**src/rtl/unary_ctrl_pkg.sv**
```systemverilog
// Shared types for the unary-stream counter sequencer: FSM state encoding
// and the {valid,last,final} marker that travels alongside counter values.
package unary_ctrl_pkg;

  typedef enum logic [2:0] {
    ST_IDLE  = 3'd0,
    ST_CLEAR = 3'd1,
    ST_RUN   = 3'd2,
    ST_DRAIN = 3'd3,
    ST_DONE  = 3'd4
  } state_t;

  // 'final' is a reserved word, so the final-epoch flag is named fin.
  typedef struct packed {
    logic valid;
    logic last;
    logic fin;
  } marker_t;

  localparam marker_t MARKER_NONE = '{valid: 1'b0, last: 1'b0, fin: 1'b0};

endpackage

```
**src/rtl/unary_marker_delay.sv**
```systemverilog
// BUF_LAT-deep marker shift register matching the counter output buffering;
// flush empties every stage on the next edge.
module unary_marker_delay
  import unary_ctrl_pkg::*;
#(
  parameter int BUF_LAT = 1
) (
  input  logic    clk,
  input  logic    rst_n,
  input  logic    flush,
  input  marker_t din,
  output marker_t dout
);

  generate
    if (BUF_LAT == 0) begin : g_bypass
      assign dout = din;
    end else begin : g_pipe
      marker_t stage_reg [BUF_LAT];

      always_ff @(posedge clk or negedge rst_n) begin
        if (!rst_n) begin
          for (int i = 0; i < BUF_LAT; i++) stage_reg[i] <= MARKER_NONE;
        end else if (flush) begin
          for (int i = 0; i < BUF_LAT; i++) stage_reg[i] <= MARKER_NONE;
        end else begin
          stage_reg[0] <= din;
          for (int i = 1; i < BUF_LAT; i++) stage_reg[i] <= stage_reg[i-1];
        end
      end

      assign dout = stage_reg[BUF_LAT-1];
    end
  endgenerate

endmodule

```
**src/rtl/unary_epoch_ctrl.sv**
```systemverilog
// Job sequencer for the shared unary-stream counter: replays 0..len-1 per epoch,
// emits markers aligned to the buffered counter outputs, with halt and abort.
module unary_epoch_ctrl
  import unary_ctrl_pkg::*;
#(
  parameter int CWID    = 10,
  parameter int EWID    = 8,
  parameter int BUF_LAT = 1
) (
  input  logic            clk,
  input  logic            rst_n,
  input  logic            start_valid,
  output logic            start_ready,
  input  logic [CWID-1:0] cfg_len_m1,
  input  logic [EWID-1:0] cfg_epochs_m1,
  input  logic            halt,
  input  logic            abort,
  output logic            cnt_en,
  output logic            cnt_clr,
  output logic            data_valid,
  output logic            data_last,
  output logic            data_final,
  output logic [EWID-1:0] epoch_idx,
  output logic            busy,
  output logic            done,
  output logic            done_aborted
);

  localparam logic [2:0] DRAIN_LOAD = (BUF_LAT > 0) ? 3'(BUF_LAT - 1) : 3'd0;

  state_t          state_reg, state_next;
  logic [CWID-1:0] cyc_reg, cyc_next, len_reg, len_next;
  logic [EWID-1:0] epoch_reg, epoch_next, epochs_reg, epochs_next;
  logic [2:0]      drain_reg, drain_next;
  logic            aborting_reg, aborting_next;
  logic            cnt_en_reg, cnt_en_next, cnt_clr_reg, cnt_clr_next;
  logic            busy_reg, busy_next, ready_reg, ready_next;
  logic            done_reg, done_next, done_ab_reg, done_ab_next;
  marker_t         issue_reg, issue_next, data_mk;
  logic            abort_hit;

  // A second abort during the abort's own clear cycle is redundant.
  assign abort_hit = abort && ((state_reg == ST_RUN) || (state_reg == ST_DRAIN) ||
                               ((state_reg == ST_CLEAR) && !aborting_reg));

  always_comb begin
    state_next    = state_reg;
    cyc_next      = cyc_reg;
    len_next      = len_reg;
    epoch_next    = epoch_reg;
    epochs_next   = epochs_reg;
    drain_next    = drain_reg;
    aborting_next = aborting_reg;
    cnt_en_next   = 1'b0;
    cnt_clr_next  = 1'b0;
    done_next     = 1'b0;
    done_ab_next  = 1'b0;
    issue_next    = MARKER_NONE;

    case (state_reg)
      ST_IDLE: begin
        if (start_valid && ready_reg) begin
          len_next      = cfg_len_m1;
          epochs_next   = cfg_epochs_m1;
          cyc_next      = '0;
          epoch_next    = '0;
          aborting_next = 1'b0;
          cnt_clr_next  = 1'b1;
          state_next    = ST_CLEAR;
        end
      end
      ST_CLEAR: begin
        if (aborting_reg) begin
          done_next    = 1'b1;
          done_ab_next = 1'b1;
          state_next   = ST_DONE;
        end else begin
          state_next = ST_RUN;
        end
      end
      ST_RUN: begin
        if (!halt) begin
          issue_next.valid = 1'b1;
          if (cyc_reg == len_reg) begin
            // Restart via clear so a full-range length never relies on wrap.
            cnt_clr_next    = 1'b1;
            issue_next.last = 1'b1;
            if (epoch_reg < epochs_reg) begin
              cyc_next   = '0;
              epoch_next = epoch_reg + EWID'(1);
            end else begin
              issue_next.fin = 1'b1;
              if (BUF_LAT == 0) begin
                done_next  = 1'b1;
                state_next = ST_DONE;
              end else begin
                drain_next = DRAIN_LOAD;
                state_next = ST_DRAIN;
              end
            end
          end else begin
            cnt_en_next = 1'b1;
            cyc_next    = cyc_reg + CWID'(1);
          end
        end
      end
      ST_DRAIN: begin
        if (drain_reg == 3'd0) begin
          done_next  = 1'b1;
          state_next = ST_DONE;
        end else begin
          drain_next = drain_reg - 3'd1;
        end
      end
      ST_DONE: state_next = ST_IDLE;
      default: state_next = ST_IDLE;
    endcase

    if (abort_hit) begin
      cyc_next      = cyc_reg;
      epoch_next    = epoch_reg;
      aborting_next = 1'b1;
      cnt_en_next   = 1'b0;
      cnt_clr_next  = 1'b1;
      done_next     = 1'b0;
      done_ab_next  = 1'b0;
      issue_next    = MARKER_NONE;
      state_next    = ST_CLEAR;
    end

    busy_next  = (state_next == ST_CLEAR) || (state_next == ST_RUN) || (state_next == ST_DRAIN);
    ready_next = (state_next == ST_IDLE);
  end

  always_ff @(posedge clk or negedge rst_n) begin
    if (!rst_n) begin
      state_reg    <= ST_IDLE;
      cyc_reg      <= '0;
      len_reg      <= '0;
      epoch_reg    <= '0;
      epochs_reg   <= '0;
      drain_reg    <= 3'd0;
      aborting_reg <= 1'b0;
      cnt_en_reg   <= 1'b0;
      cnt_clr_reg  <= 1'b0;
      busy_reg     <= 1'b0;
      ready_reg    <= 1'b1;
      done_reg     <= 1'b0;
      done_ab_reg  <= 1'b0;
      issue_reg    <= MARKER_NONE;
    end else begin
      state_reg    <= state_next;
      cyc_reg      <= cyc_next;
      len_reg      <= len_next;
      epoch_reg    <= epoch_next;
      epochs_reg   <= epochs_next;
      drain_reg    <= drain_next;
      aborting_reg <= aborting_next;
      cnt_en_reg   <= cnt_en_next;
      cnt_clr_reg  <= cnt_clr_next;
      busy_reg     <= busy_next;
      ready_reg    <= ready_next;
      done_reg     <= done_next;
      done_ab_reg  <= done_ab_next;
      issue_reg    <= issue_next;
    end
  end

  // issue_reg lines up with the counter register; the delay matches its buffering.
  unary_marker_delay #(.BUF_LAT(BUF_LAT)) u_delay (
    .clk   (clk),
    .rst_n (rst_n),
    .flush (abort_hit),
    .din   (issue_reg),
    .dout  (data_mk)
  );

  assign start_ready  = ready_reg;
  assign cnt_en       = cnt_en_reg;
  assign cnt_clr      = cnt_clr_reg;
  assign data_valid   = data_mk.valid;
  assign data_last    = data_mk.last;
  assign data_final   = data_mk.fin;
  assign epoch_idx    = epoch_reg;
  assign busy         = busy_reg;
  assign done         = done_reg;
  assign done_aborted = done_ab_reg;

endmodule

```
**config.mk**
```make
export PLATFORM = sky130hd
export DESIGN_NAME = unary_epoch_ctrl
export DESIGN_NICKNAME = d
export VERILOG_FILES = /design/src/rtl/unary_ctrl_pkg.sv /design/src/rtl/unary_marker_delay.sv /design/src/rtl/unary_epoch_ctrl.sv
export SDC_FILE = /design/constraint.sdc
export NUM_CORES = 1
export LEC_CHECK = 0
export CAP_MARGIN = 20
export CORE_MARGIN = 5
export CORE_UTILIZATION = 46
export DETAILED_ROUTE_END_ITERATION = 16
export GPL_TIMING_DRIVEN = 0
export PLACE_DENSITY = 0.7
export SLEW_MARGIN = 20
export SYNTH_ARGS = -nofsm -noshare
export SYNTH_HDL_FRONTEND = slang
export SYNTH_HIERARCHICAL = 1
export SYNTH_SLANG_ARGS = --single-unit
```
**constraint.sdc**
```tcl
create_clock -name clk -period 4.7 [get_ports clk]
set_clock_uncertainty 0.05 [all_clocks]
set_input_delay 0.705 -clock clk [delete_from_list [all_inputs] [get_ports clk]]
set_output_delay 0.705 -clock clk [all_outputs]
set_load 0.005 [all_outputs]
```
==> flow_summary.toml <==
[route]
drtIter0Drc = 126
firstDrtPassIters = 4
via_count = 2063
drt-wirelength-per-cell_um = 13.7
drc_errors = 0
vias_per_cell = 5.26
route.final.wire_length_um = 5370
postRouteAntennaNets = 0

[critical_path]
timing.critical_path.buf_inv = 1
critPathTopFamily = "compound AO/OA/AOI/OAI gates"
critPathMaxStageDelay_ps = 450
critPathMaxFanout = 10
cp_data_arrival_time_ps = 3110
critPathSlowestCell = "sky130_fd_sc_hd__dfrtp_1"
critical_path.cell_chain = "ha_1, a211oi_1, o21ai_0, a41oi_1, clkbuf_1, nand4_1, or3_1, a21oi_1"
crit_path_end_kind = "flop"
cp_data_required_time_ps = 4890
worstSetupStartpointType = "flop"
criticalPathCategory = "reg2reg"

[timing]
slew_headroom_pct = 53.9
max_slew.worst_pin.slew_ps = 687
holdWs_ps = 360
fin_crit_sh_pct = 62.1
grt_setup_unrepaired = "no"
max_freq_mhz = 343
final-setup-viol-count = 0
post-route-min-period_ps = 2920
setup_tns_ps = 0
timing.final.max_slew_violations = 0
finalHoldViolCount = 0

[clocking]
clock_tree.htree_level_count = 2
cts_hold_buffers = 0
cts_post_setup_buffers_inserted = 0
clock_tree.buffer_depth = 2
worstSkewPairLatency_ps = 310
clk_root_buffer_cell = "sky130_fd_sc_hd__clkbuf_8"
post_cts.resized_instances = 0
tritoncts_num_sinks = 55
clk_pin_slew_worst_paths_ps = 100
cts_inserted_buffers = 5
tritoncts = "done"

[yosys]
yosysSeqAreaShare_pct = 52.0
ys.flop_type = "sky130_fd_sc_hd__dfrtp_1"
yosysWarningCount = 6
synth.area.top_cells = "sky130_fd_sc_hd__dfrtp_1 51%, sky130_fd_sc_hd__nand2_1 7.5%, sky130_fd_sc_hd__ha_1 5.2%"
post_synth_num_cell_types = 44
post_synth_simple_gate_area_pct = 20.6
yosys.area.top_type_share_pct = 51.0
post_synth_instance_area_um2 = 2650
combinational_family_with_the_most_area_after_synthesis = "simple AND/OR/NAND/NOR gates"
synth.area.mux_share_pct = 0.755
syn-mean-instance-area_um2 = 9.71
synth_area_leader_cell = "sky130_fd_sc_hd__dfrtp_1"
parity_gate_share_of_the_synthesized_area_counting_xor_and_xnor_cells_pct = 5.62
synthAdderAreaFrac_pct = 5.19
number_of_nets_produced_by_synthesis = 307
synth.ff_latch_count = 55
async_flop_share_pct = 100
synth_compound_gate_area_share_pct = 12.1
post_synth_inst_count = 273
synth-edff-count = 0

[grt]
grt_max_degree = 56
grt_usage_pct = 16.0
grt_overflow = 0
antenna_violations_before_repair = 0
first_global_vias = 2054
grt_first_pass_wirelength_um = 9470

[die]
ios = 40
die_height_um = 85.9
design.die.area_um2 = 7380
placeableCoreArea_um2 = 5540
initial_core_util_pct = 47.8
die_width_um = 85.9
floorplan.rows = 27

[place]
gp_congestion = 0.885
buffer_ports.inserted = 39
estimated_wirelength_of_the_detail_placed_design_um = 3980
postPlaceCellArea_um2 = 3130

[hold_path]
worstHoldPathType = "in2async"

[job]
cap_viol_max_count = 0

[pwr]
power_density_nw_per_um2 = 449
power.share.switching_pct = 36.3
p_switching_mw = 0.526
cellInternalPower_mw = 0.925
combPwrFrac_pct = 34.8
seqPwrFrac_pct = 47.0
ir_worst_vdd_mv = 0.269
power.clock.fraction_pct = 18.2
cellLeakagePower_nw = 1.46

[layout]
synthToLayoutAreaGrowth_pct = 21.8
num-nets-final = 353
post_route_cells_drive_above_1_share_pct = 5.31
diode_count = 0
final_cell_area_um2 = 3230

[run_status]
outcome = "finished, final reports clean"
## metrics by stage
stage	setup slack, ps	util, %	instances	power, mW
final	1780	58.3	392	1.45
after CTS	1750	58.2	392	1.47
after floorplan	2230	-	273	1.03
after detailed placement	1770	56.5	384	1.20
after global placement	1220	56.5	384	1.18
after global routing	1490	58.3	392	1.58
## final cells by class
cell class,instances,area (um^2)
plain buffers,10,42.5
clock buffers,5,68.8
clock inverters,3,25.0
fillers,504,2310
inverters,15,56.3
multi-input cells,193,1180
flip-flops and latches,55,1380
well taps,72,90.1
repair buffers,39,388
## kinds of logic (layout without fill, tap and decap cells)
family,Yosys count,count (layout)
muxes,2,2
DFF,55,55
xor gates and xnor gates,17,17
AOI/OAI and AO/OA,50,50
and+or+nand+nor,113,113
adders and majority gates,11,11
buffers and inverters,25,72
## cells in the mapped netlist (3+ instances only)
| master | n |
|---|---|
| sky130_fd_sc_hd__xor2_1 | 6 |
| sky130_fd_sc_hd__nor2_1 | 16 |
| sky130_fd_sc_hd__nand3_1 | 8 |
| sky130_fd_sc_hd__o21ai_0 | 12 |
| sky130_fd_sc_hd__o31ai_1 | 9 |
| sky130_fd_sc_hd__or3_1 | 6 |
| sky130_fd_sc_hd__or4_1 | 4 |
| sky130_fd_sc_hd__nand2_1 | 53 |
| sky130_fd_sc_hd__inv_1 | 14 |
| sky130_fd_sc_hd__nand4_1 | 4 |
| sky130_fd_sc_hd__dfrtp_1 | 54 |
| sky130_fd_sc_hd__clkbuf_1 | 8 |
| sky130_fd_sc_hd__ha_1 | 11 |
| sky130_fd_sc_hd__a21oi_1 | 14 |
| sky130_fd_sc_hd__nor2b_1 | 6 |
| sky130_fd_sc_hd__xnor2_1 | 11 |
| sky130_fd_sc_hd__nand2b_1 | 3 |
| sky130_fd_sc_hd__and3_1 | 4 |
## worst paths after layout
| kind | start | endpoint | slack, ps | cells after the start |
|---|---|---|---|---|
| min in group clk | issue_reg[0] | u_delay/dout[0] | 420 | 1 |
| hold reg to reg | issue_reg[0] | u_delay/dout[0] | 420 | 1 |
| hold / removal | rst_n | epochs_reg[1] | 360 | 1 |
| max in group asynchronous | rst_n | cyc_reg[7] | 3780 | 1 |
| setup reg to reg | epoch_idx[2] | epoch_idx[4] | 1780 | 8 |
| setup / recovery | epoch_idx[2] | epoch_idx[4] | 1780 | 8 |
## cells in the final DEF (no fill, tap or decap), types with 2 or more instances in the layout
cell and count:
sky130_fd_sc_hd__a211oi_1 2, sky130_fd_sc_hd__or4_1 4, sky130_fd_sc_hd__clkbuf_1 8, sky130_fd_sc_hd__nor2_1 16, sky130_fd_sc_hd__buf_4 2, sky130_fd_sc_hd__nor2b_1 6
sky130_fd_sc_hd__and3_1 4, sky130_fd_sc_hd__mux2i_1 2, sky130_fd_sc_hd__a31oi_1 2, sky130_fd_sc_hd__o31ai_1 9, sky130_fd_sc_hd__clkinv_4 2, sky130_fd_sc_hd__a21oi_1 14
sky130_fd_sc_hd__nand4_1 4, sky130_fd_sc_hd__ha_1 11, sky130_fd_sc_hd__nand2_1 53, sky130_fd_sc_hd__xor2_1 6, sky130_fd_sc_hd__o21ai_0 12, sky130_fd_sc_hd__nand3_1 8
sky130_fd_sc_hd__nand2b_1 3, sky130_fd_sc_hd__dfrtp_1 54, sky130_fd_sc_hd__clkbuf_8 5, sky130_fd_sc_hd__inv_1 14, sky130_fd_sc_hd__clkdlybuf4s50_1 38, sky130_fd_sc_hd__nor3_1 2
sky130_fd_sc_hd__or3_1 6, sky130_fd_sc_hd__xnor2_1 11
## per-layer routing
metal,vias up,share of wire (%),GRT usage [%]
met5,-,0,0
met2,44,50,27.3
met1,979,44,20.1
met4,0,1.4,4.75
li1,1033,-,-
met3,7,4.8,3.46
## power by group through the flow
stage	logic (mW)	clock network (mW)	registers (mW)
6_report	0.505	0.264	0.681
5_1_grt	0.580	0.296	0.700
4_1_cts	0.511	0.275	0.683
3_5_place_dp	0.508	0	0.693
3_3_place_gp	0.491	0	0.689
2_1_floorplan	0.349	0	0.676
(Power assumes the default switching activity.)
